===== src/rtl/mem_access_unit.sv =====
// Load/store initiator between the core MEM stage and a word-addressed data memory.
// Checks natural alignment, issues one memory transaction per request, formats load data.
module mem_access_unit #(
    parameter int ADDR_WIDTH     = 64,
    parameter int MEM_ADDR_WIDTH = 16
) (
    input  logic                      clk,
    input  logic                      rst,
    input  logic                      req_valid,
    output logic                      req_ready,
    input  logic                      req_wen,
    input  logic [ADDR_WIDTH-1:0]     req_addr,
    input  logic [2:0]                req_funct3,
    input  logic [63:0]               req_wdata,
    output logic                      resp_valid,
    output logic                      resp_error,
    output logic [63:0]               resp_rdata,
    input  logic                      mem_ready,
    output logic                      mem_valid,
    output logic                      mem_wen,
    output logic [MEM_ADDR_WIDTH-1:0] mem_addr,
    output logic [63:0]               mem_wdata,
    output logic [7:0]                mem_wmask,
    input  logic                      mem_rvalid,
    input  logic [63:0]               mem_rdata
);

    typedef enum logic [1:0] {IDLE = 2'd0, ISSUE = 2'd1, WAIT = 2'd2} state_t;

    localparam int AW = MEM_ADDR_WIDTH + 3;

    state_t        state_r;
    state_t        state_s;
    logic          wen_r;
    logic [AW-1:0] addr_r;
    logic [2:0]    funct3_r;
    logic [63:0]   wdata_r;
    logic [7:0]    wmask_r;
    logic          resp_valid_r;
    logic          resp_error_r;
    logic [63:0]   resp_rdata_r;
    logic          req_err_s;
    logic          unused_addr_s;

    function automatic logic access_error(input logic wen, input logic [2:0] f3, input logic [2:0] off);
        logic mis;
        case (f3[1:0])
            2'b00:   mis = 1'b0;
            2'b01:   mis = off[0];
            2'b10:   mis = (off[1:0] != 2'b00);
            2'b11:   mis = (off != 3'b000);
            default: mis = 1'b1;
        endcase
        return mis | (~wen & (f3 == 3'b111)) | (wen & f3[2]);
    endfunction

    function automatic logic [63:0] store_lanes(input logic [2:0] f3, input logic [63:0] d);
        logic [63:0] r;
        case (f3[1:0])
            2'b00:   r = {8{d[7:0]}};
            2'b01:   r = {4{d[15:0]}};
            2'b10:   r = {2{d[31:0]}};
            2'b11:   r = d;
            default: r = 64'd0;
        endcase
        return r;
    endfunction

    function automatic logic [7:0] store_mask(input logic [2:0] f3, input logic [2:0] off);
        logic [7:0] m;
        case (f3[1:0])
            2'b00:   m = 8'h01 << off;
            2'b01:   m = 8'h03 << off;
            2'b10:   m = 8'h0F << off;
            2'b11:   m = 8'hFF;
            default: m = 8'h00;
        endcase
        return m;
    endfunction

    function automatic logic [63:0] load_format(input logic [2:0] f3, input logic [2:0] off,
                                                input logic [63:0] rdata);
        logic [63:0] s;
        logic [63:0] r;
        s = rdata >> {off, 3'b000};
        case (f3)
            3'b000:  r = {{56{s[7]}}, s[7:0]};
            3'b001:  r = {{48{s[15]}}, s[15:0]};
            3'b010:  r = {{32{s[31]}}, s[31:0]};
            3'b011:  r = s;
            3'b100:  r = {56'd0, s[7:0]};
            3'b101:  r = {48'd0, s[15:0]};
            3'b110:  r = {32'd0, s[31:0]};
            default: r = 64'd0;
        endcase
        return r;
    endfunction

    // Next-state logic; rejected requests never leave IDLE.
    always_comb begin
        state_s   = state_r;
        req_err_s = access_error(req_wen, req_funct3, req_addr[2:0]);
        case (state_r)
            IDLE: begin
                if (req_valid && !req_err_s) state_s = ISSUE;
                else                         state_s = IDLE;
            end
            ISSUE: begin
                if (mem_ready) state_s = WAIT;
                else           state_s = ISSUE;
            end
            WAIT: begin
                if (mem_rvalid) state_s = IDLE;
                else            state_s = WAIT;
            end
            default: state_s = IDLE;
        endcase
    end

    // State register.
    always_ff @(posedge clk or negedge rst) begin
        if (!rst) state_r <= IDLE;
        else      state_r <= state_s;
    end

    // Request capture (store lanes pre-formatted at accept) and registered response.
    always_ff @(posedge clk or negedge rst) begin
        if (!rst) begin
            wen_r        <= 1'b0;
            addr_r       <= '0;
            funct3_r     <= 3'd0;
            wdata_r      <= 64'd0;
            wmask_r      <= 8'd0;
            resp_valid_r <= 1'b0;
            resp_error_r <= 1'b0;
            resp_rdata_r <= 64'd0;
        end else begin
            resp_valid_r <= 1'b0;
            resp_error_r <= 1'b0;
            resp_rdata_r <= 64'd0;
            if (state_r == IDLE && req_valid) begin
                wen_r        <= req_wen;
                addr_r       <= req_addr[AW-1:0];
                funct3_r     <= req_funct3;
                wdata_r      <= req_wen ? store_lanes(req_funct3, req_wdata) : 64'd0;
                wmask_r      <= req_wen ? store_mask(req_funct3, req_addr[2:0]) : 8'd0;
                resp_valid_r <= req_err_s;
                resp_error_r <= req_err_s;
            end
            if (state_r == WAIT && mem_rvalid) begin
                resp_valid_r <= 1'b1;
                resp_rdata_r <= wen_r ? 64'd0 : load_format(funct3_r, addr_r[2:0], mem_rdata);
            end
        end
    end

    assign unused_addr_s = ^req_addr[ADDR_WIDTH-1:AW];

    assign req_ready  = (state_r == IDLE);
    assign mem_valid  = (state_r == ISSUE);
    assign mem_wen    = wen_r;
    assign mem_addr   = addr_r[AW-1:3];
    assign mem_wdata  = wdata_r;
    assign mem_wmask  = wmask_r;
    assign resp_valid = resp_valid_r;
    assign resp_error = resp_error_r;
    assign resp_rdata = resp_rdata_r;

endmodule


===== config.mk =====
export PLATFORM = sky130hd
export DESIGN_NAME = mem_access_unit
export DESIGN_NICKNAME = d
export VERILOG_FILES = /design/src/rtl/mem_access_unit.sv
export SDC_FILE = /design/constraint.sdc
export NUM_CORES = 1
export LEC_CHECK = 0
export ABC_AREA = 0
export BUFFER_PORTS_ARGS = -buffer_cell sky130_fd_sc_hd__buf_2
export CAP_MARGIN = 20
export CORE_MARGIN = 2
export CORE_UTILIZATION = 44
export DETAILED_ROUTE_END_ITERATION = 6
export PLACE_DENSITY = 0.84
export SYNTH_ARGS = -nofsm -noshare
export SYNTH_HDL_FRONTEND = slang
export SYNTH_SLANG_ARGS = --single-unit

===== constraint.sdc =====
create_clock -name clk -period 2.2 [get_ports clk]
set_clock_uncertainty 0.2 [all_clocks]
set_input_delay 0 -clock clk [delete_from_list [all_inputs] [get_ports clk]]
set_output_delay 0 -clock clk [all_outputs]
set_load 0.02 [all_outputs]

==> results.json, run 1 <==
{
  "run_status": "finished with violations",
  "violations": "setup timing",
  "synth_compound_area_frac": 0.186,
  "grt_pass1_vias": 9946,
  "htree_levels": 4,
  "syn_area_per_cell_um2": 9.77,
  "utilization": 0.683,
  "die_area_mm2": 0.0208,
  "die_w_um": 144,
  "synth-seq-cells": 163,
  "root_buffer": "clkbuf_16",
  "crit_path_end_kind": "register",
  "placedCellCount": 1407,
  "cts_buffers": 17,
  "dp_hpwl_um": 20800,
  "slowest_delay_ns": 0.51,
  "fp.dieH_um": 144,
  "synth_warnings": 0,
  "ys.flop_type": "dfrtp_1",
  "synth-simple-area-share": 0.133,
  "async_flop_share": 1.00,
  "reg2reg_to": "resp_rdata[38]$_DFF_PN0_",
  "coreArea_mm2": 0.0194,
  "rows": 51,
  "nets": 1575,
  "fin_cells": 1649,
  "crit_start": "addr_r[1]$_DFFE_PN0P_",
  "path_max_fanout": 43,
  "detail_route.wl_per_cell_um": 21.4,
  "yosysSeqAreaShare": 0.472,
  "whs_ns": 0.0276,
  "yosys.area_share.adder": 0.00724,
  "vias": 9751,
  "cap_violations": 0,
  "critPathKind": "register to register",
  "p_leak_uw": 0.00649,
  "grt_max_degree": 67,
  "drive_above_1_share": 0.329,
  "syn_area_mm2": 0.00864,
  "final_common_cell": "buf_2",
  "via_per_inst": 5.91,
  "grt_pass1_wl_um": 52700,
  "startpoint_type": "register",
  "required_ns": 2.30,
  "arrival_ns": 2.30,
  "design_area_mm2": 0.0133,
  "detail-route-antenna-nets": 0,
  "relSlewSlack": 0.519,
  "port_buffers": 312,
  "grt.overflow.total": 0,
  "r2r_setup_slack_ns": -0.003,
  "hold_viol": 0,
  "period_needed_ns": 2.20,
  "synth-xor-area-share": 0,
  "syn_nets": 1091,
  "irDropWorstVdd_v": 0.000541,
  "synth.mux.area_fraction": 0.146,
  "synth_edf_count": 0,
  "grt_use_total": 0.331,
  "dr.pass1.iters": 6,
  "min_period_over_period": 1.00,
  "hold_class": "input port to register",
  "p_per_area_mw_per_mm2": 1010,
  "synth_top_family_by_area": "compound AO/OA/AOI/OAI gates",
  "worstPathCellList": "mux2_2, mux4_2, a2bb2oi_4, buf_12, a31oi_1",
  "totalWireLength_um": 35400,
  "clock_latency_ns": 0.43,
  "clock_sinks": 163,
  "clockBufferDepth": 2,
  "fin_ws_ns": -0.00314,
  "placed_cell_area_mm2": 0.0105,
  "fmax_ghz": 0.454,
  "syn-instance-count": 885,
  "synth_cell_types": 43,
  "yosysTopAreaCellShare": 0.472,
  "slew_viol_final": 0,
  "synth_area_leaders": "dfrtp_1 (47%), nand2_1 (9.5%), mux4_2 (8.3%), o21ai_0 (4.7%), mux2i_1 (3.9%)",
  "nFillCells": 1337,
  "final-setup-viol-count": 2,
  "antenna_found_initial": 0,
  "synth.largest_area_cell": "dfrtp_1",
  "drc_errors": 0,
  "cpMaxStageDelayCell": "mux4_2",
  "cts_tree": "yes",
  "ios": 358,
  "rr_startpoint": "addr_r[1]$_DFFE_PN0P_",
  "area_growth_pct": 53.4,
  "crit_path_end": "resp_rdata[38]$_DFF_PN0_",
  "drtIter0Drc": 960,
  "tightestPinTransition_ns": 0.722,
  "r2r_cells": 5,
  "final_cell_mix": "buf_2 (311), nand2_1 (216), dlygate4sd3_1 (201)",
  "gp_congestion": 0.942,
  "start_util": 0.446,
  "clk_pin_slew_ns": 0.07,
  "rsz0062_at_grt": "yes"
}
-- critical path: cells and delay by family (launching register included) --
family | cells | cell delay [ns]
AOI/OAI and AO/OA | 2 | 0.32
muxes | 2 | 0.87
DFF | 1 | 0.44
buffers and inverters | 1 | 0.23
-- sequential cells by signal, indices dropped and copies added, names as in the netlist --
| name | cells |
|---|---|
| resp_rdata | 64 |
| addr_r | 19 |
| mem_wen | 1 |
| resp_error | 1 |
| funct3_r | 3 |
| resp_valid | 1 |
| state_r | 2 |
| mem_wdata | 64 |
| mem_wmask | 8 |
-- per-stage QoR --
stage | power [uW] | setup TNS [ns] | worst slack, ns
after global placement | 9200 | 0 | 0.0607
after global routing | 13900 | -1.06 | -0.0594
after floorplan | 7600 | 0 | 0.0539
after detailed placement | 9320 | 0 | 0.0141
final | 13400 | -0.00480 | -0.00314
after CTS | 12900 | 0 | 0.00704
-- how the worst min path moves through the flow --
stage / slack, ns / cells past startpoint / to / from
after CTS: 0.003 / 4 / mem_wdata[11]$_DFFE_PN0P_ / req_funct3[1]
after detailed placement: -0.21 / 1 / resp_rdata[61]$_DFF_PN0_ / rst
after global routing: 0.01 / 4 / resp_rdata[6]$_DFF_PN0_ / mem_rdata[6]
final: 0.03 / 4 / resp_rdata[6]$_DFF_PN0_ / mem_rdata[6]
after floorplan: -0.50 / 0 / addr_r[0]$_DFFE_PN0P_ / rst
after global placement: -0.21 / 1 / resp_rdata[58]$_DFF_PN0_ / rst
-- synth_stat cells, types with 2 or more instances --
master / n
nand3b_1: 2
inv_1: 7
nor3b_1: 3
mux2i_1: 34
buf_6: 2
buf_1: 4
nand3_1: 2
a22o_1: 16
mux4_2: 32
o211ai_1: 8
a21o_1: 2
clkbuf_1: 55
ha_1: 5
nand2_1: 218
buf_4: 19
nor2b_1: 6
nor3_1: 2
a22oi_1: 8
or2_2: 4
a221oi_1: 24
buf_2: 15
o2bb2ai_1: 14
nor4bb_1: 2
a31oi_1: 32
dfrtp_1: 163
mux2_2: 17
nand2b_1: 17
o21ai_0: 81
nor2_1: 15
a21oi_1: 63
-- power by group --
part | internal (uW) | switching [uW] | total, uW | leakage, uW
Clock | 1720 | 1400 | 3120 | 0.000289
Combinational | 2670 | 3530 | 6200 | 0.00402
Sequential | 3590 | 445 | 4040 | 0.00217
-- cell families (layout without fill, tap and decap cells) --
family | count (synthesis) | after routing
other | 0 | 2
flip-flops | 163 | 163
AND/OR/NAND/NOR | 274 | 274
AO/OA/AOI/OAI | 257 | 257
adder cells (fa/ha/maj) | 5 | 5
multiplexers | 84 | 84
buffers and inverters | 102 | 599
-- timing repair --
item,CTS,global route
hold endpoints to repair,311,0
cloned,0,1
hold buffers,201,0
endpoints found under the setup margin,2,41
gates resized for setup,1,7
pin swaps,0,1
setup buffers,1,5
-- per-layer routing --
metal,wire [um],up-vias,track usage
li1,-,4121,-
met1,11900,4551,0.370
met2,16700,872,0.549
met3,4260,207,0.0831
met4,2580,0,0.247
met5,0,-,0
-- layout make-up --
type | count | area [um^2] | area share
Tap cell | 265 | 332 | 0.0250
Clock inverter | 13 | 168 | 0.0126
Multi-Input combinational cell | 620 | 4140 | 0.312
Clock buffer | 19 | 433 | 0.0327
Antenna cell | 2 | 5.00 | 0.000378
Inverter | 7 | 26.3 | 0.00198
Sequential cell | 163 | 4080 | 0.308
Timing Repair Buffer | 560 | 4070 | 0.307
No activity file was read; power rests on OpenSTA's default activity.
==> inputs of run 2 (changes only) <==
Settings changed: CORE_UTILIZATION 44 to 40, PLACE_DENSITY 0.84 to 0.78.
==> results.json, run 2 (synthesis gave the netlist of run 1 again) <==
{
  "run_status": "complete, no violations",
  "hold_end": "resp_rdata[39]$_DFF_PN0_",
  "drc_errors": 0,
  "clockBufferDepth": 2,
  "path_max_fanout": 32,
  "via_per_inst": 5.80,
  "dr.pass1.iters": 6,
  "p_total_uw": 13000,
  "dp_hpwl_um": 21400,
  "irDropWorstVdd_v": 0.000550,
  "drtIter0Drc": 849,
  "relSlewSlack": 0.591,
  "detail-route-antenna-nets": 0,
  "nets": 1557,
  "p_per_area_mw_per_mm2": 993,
  "port_buffers": 312,
  "final-setup-viol-count": 0,
  "grtUsageMet2": 0.500,
  "detail_route.wl_per_cell_um": 21.2,
  "cts_buffers": 17,
  "vias": 9508,
  "grt_max_degree": 55,
  "fmax_ghz": 0.458,
  "required_ns": 2.30,
  "whs_ns": 0.0192,
  "min_path_cells": 5,
  "rr_startpoint": "addr_r[1]$_DFFE_PN0P_",
  "rows": 53,
  "period_needed_ns": 2.18,
  "grt_busiest_layer": "met2",
  "clk_pin_slew_ns": 0.07,
  "p_leak_uw": 0.00639,
  "final_cell_mix": "buf_2 (311), nand2_1 (216), dlygate4sd3_1 (188)",
  "critPathKind": "register to register",
  "grt.overflow.total": 0,
  "tightestPinTransition_ns": 0.606,
  "cap_violations": 0,
  "die_w_um": 151,
  "grtUsageMet3": 0.0738,
  "htree_levels": 4,
  "clock_sinks": 163,
  "start_util": 0.410,
  "reg2reg_to": "resp_rdata[51]$_DFF_PN0_",
  "grt_use_total": 0.298,
  "r2r_setup_slack_ns": 0.02,
  "root_buffer": "clkbuf_16",
  "drive_above_1_share": 0.335,
  "hp-start": "mem_rdata[39]",
  "final_common_cell": "buf_2",
  "cts_tree": "yes",
  "ios": 358,
  "die_area_mm2": 0.0228,
  "crit_path_end_kind": "register",
  "grt_pass1_vias": 9597,
  "fp.dieH_um": 151,
  "clock_latency_ns": 0.43,
  "hold_class": "input port to register",
  "rsz0062_at_grt": "yes",
  "antenna_found_initial": 1,
  "area_growth_pct": 51.6,
  "startpoint_type": "register",
  "hold_viol": 0,
  "grt_pass1_wl_um": 51800,
  "met1_usage": 0.341,
  "arrival_ns": 2.28,
  "gp_congestion": 0.984,
  "min_period_over_period": 0.993,
  "coreArea_mm2": 0.0211,
  "r2r_cells": 5,
  "slew_viol_final": 0,
  "totalWireLength_um": 34700
}
[run 2: layout make-up]
type / count / area [um^2]
fill: 1573 / 7980
clock inverter: 13 / 140
multi-input combinational: 621 / 4180
clock buffer: 18 / 439
inverter: 7 / 30.0
tap: 275 / 344
timing repair buffer: 541 / 3880
sequential: 163 / 4080
antenna: 2 / 5.00
[run 2: critical path: stages (launching register included)]
cell,delay [ns]
dfrtp_2,0.45
mux2_1,0.32
mux4_2,0.52
a2bb2oi_4,0.25
buf_12,0.21
a31oi_1,0.10
[run 2: per-stage QoR]
stage / cell area, um^2 / utilization / TNS [ns] / worst slack [ns] / instances
after floorplan: 8640 / - / 0 / 0.0539 / 885
after global routing: 13100 / 0.621 / -1.32 / -0.0532 / 1639
final: 13100 / 0.621 / 0 / 0.0151 / 1640
after global placement: 10500 / 0.498 / 0 / 0.0390 / 1413
after detailed placement: 10500 / 0.498 / -0.0170 / -0.0128 / 1413
after CTS: 13000 / 0.617 / -0.0128 / -0.00543 / 1633
[run 2: worst max-delay path by stage]
stage | startpoint | endpoint | slack, ns | depth (start not counted)
after floorplan | req_funct3[1] | resp_valid$_DFF_PN0_ | 0.05 | 10
after global placement | addr_r[1]$_DFFE_PN0P_ | resp_rdata[9]$_DFF_PN0_ | 0.04 | 6
after detailed placement | addr_r[1]$_DFFE_PN0P_ | resp_rdata[34]$_DFF_PN0_ | -0.01 | 5
after CTS | addr_r[1]$_DFFE_PN0P_ | resp_rdata[51]$_DFF_PN0_ | -0.005 | 5
after global routing | addr_r[1]$_DFFE_PN0P_ | resp_rdata[63]$_DFF_PN0_ | -0.05 | 5
final | addr_r[1]$_DFFE_PN0P_ | resp_rdata[51]$_DFF_PN0_ | 0.02 | 5
[run 2: timing repair]
action | CTS | global route
setup endpoints to repair | 13 | 69
hold buffers | 188 | 0
setup buffers | 0 | 4
gates cloned | 1 | 1
pin swaps | 1 | 5
hold endpoints to repair | 307 | 0
resized for setup | 3 | 20
[run 2: power breakdown]
group / switching [uW] / internal, uW / leakage, uW
combinational: 3460 / 2540 / 0.00394
clock: 1370 / 1630 / 0.000280
sequential: 417 / 3590 / 0.00217
total: 5250 / 7760 / 0.00639
[run 2: per-layer routing]
layer,part of all wire,vias to the layer above
met3,0.11,156
met2,0.48,789
li1,-,4079
met1,0.34,4484
met5,0,-
met4,0.066,0
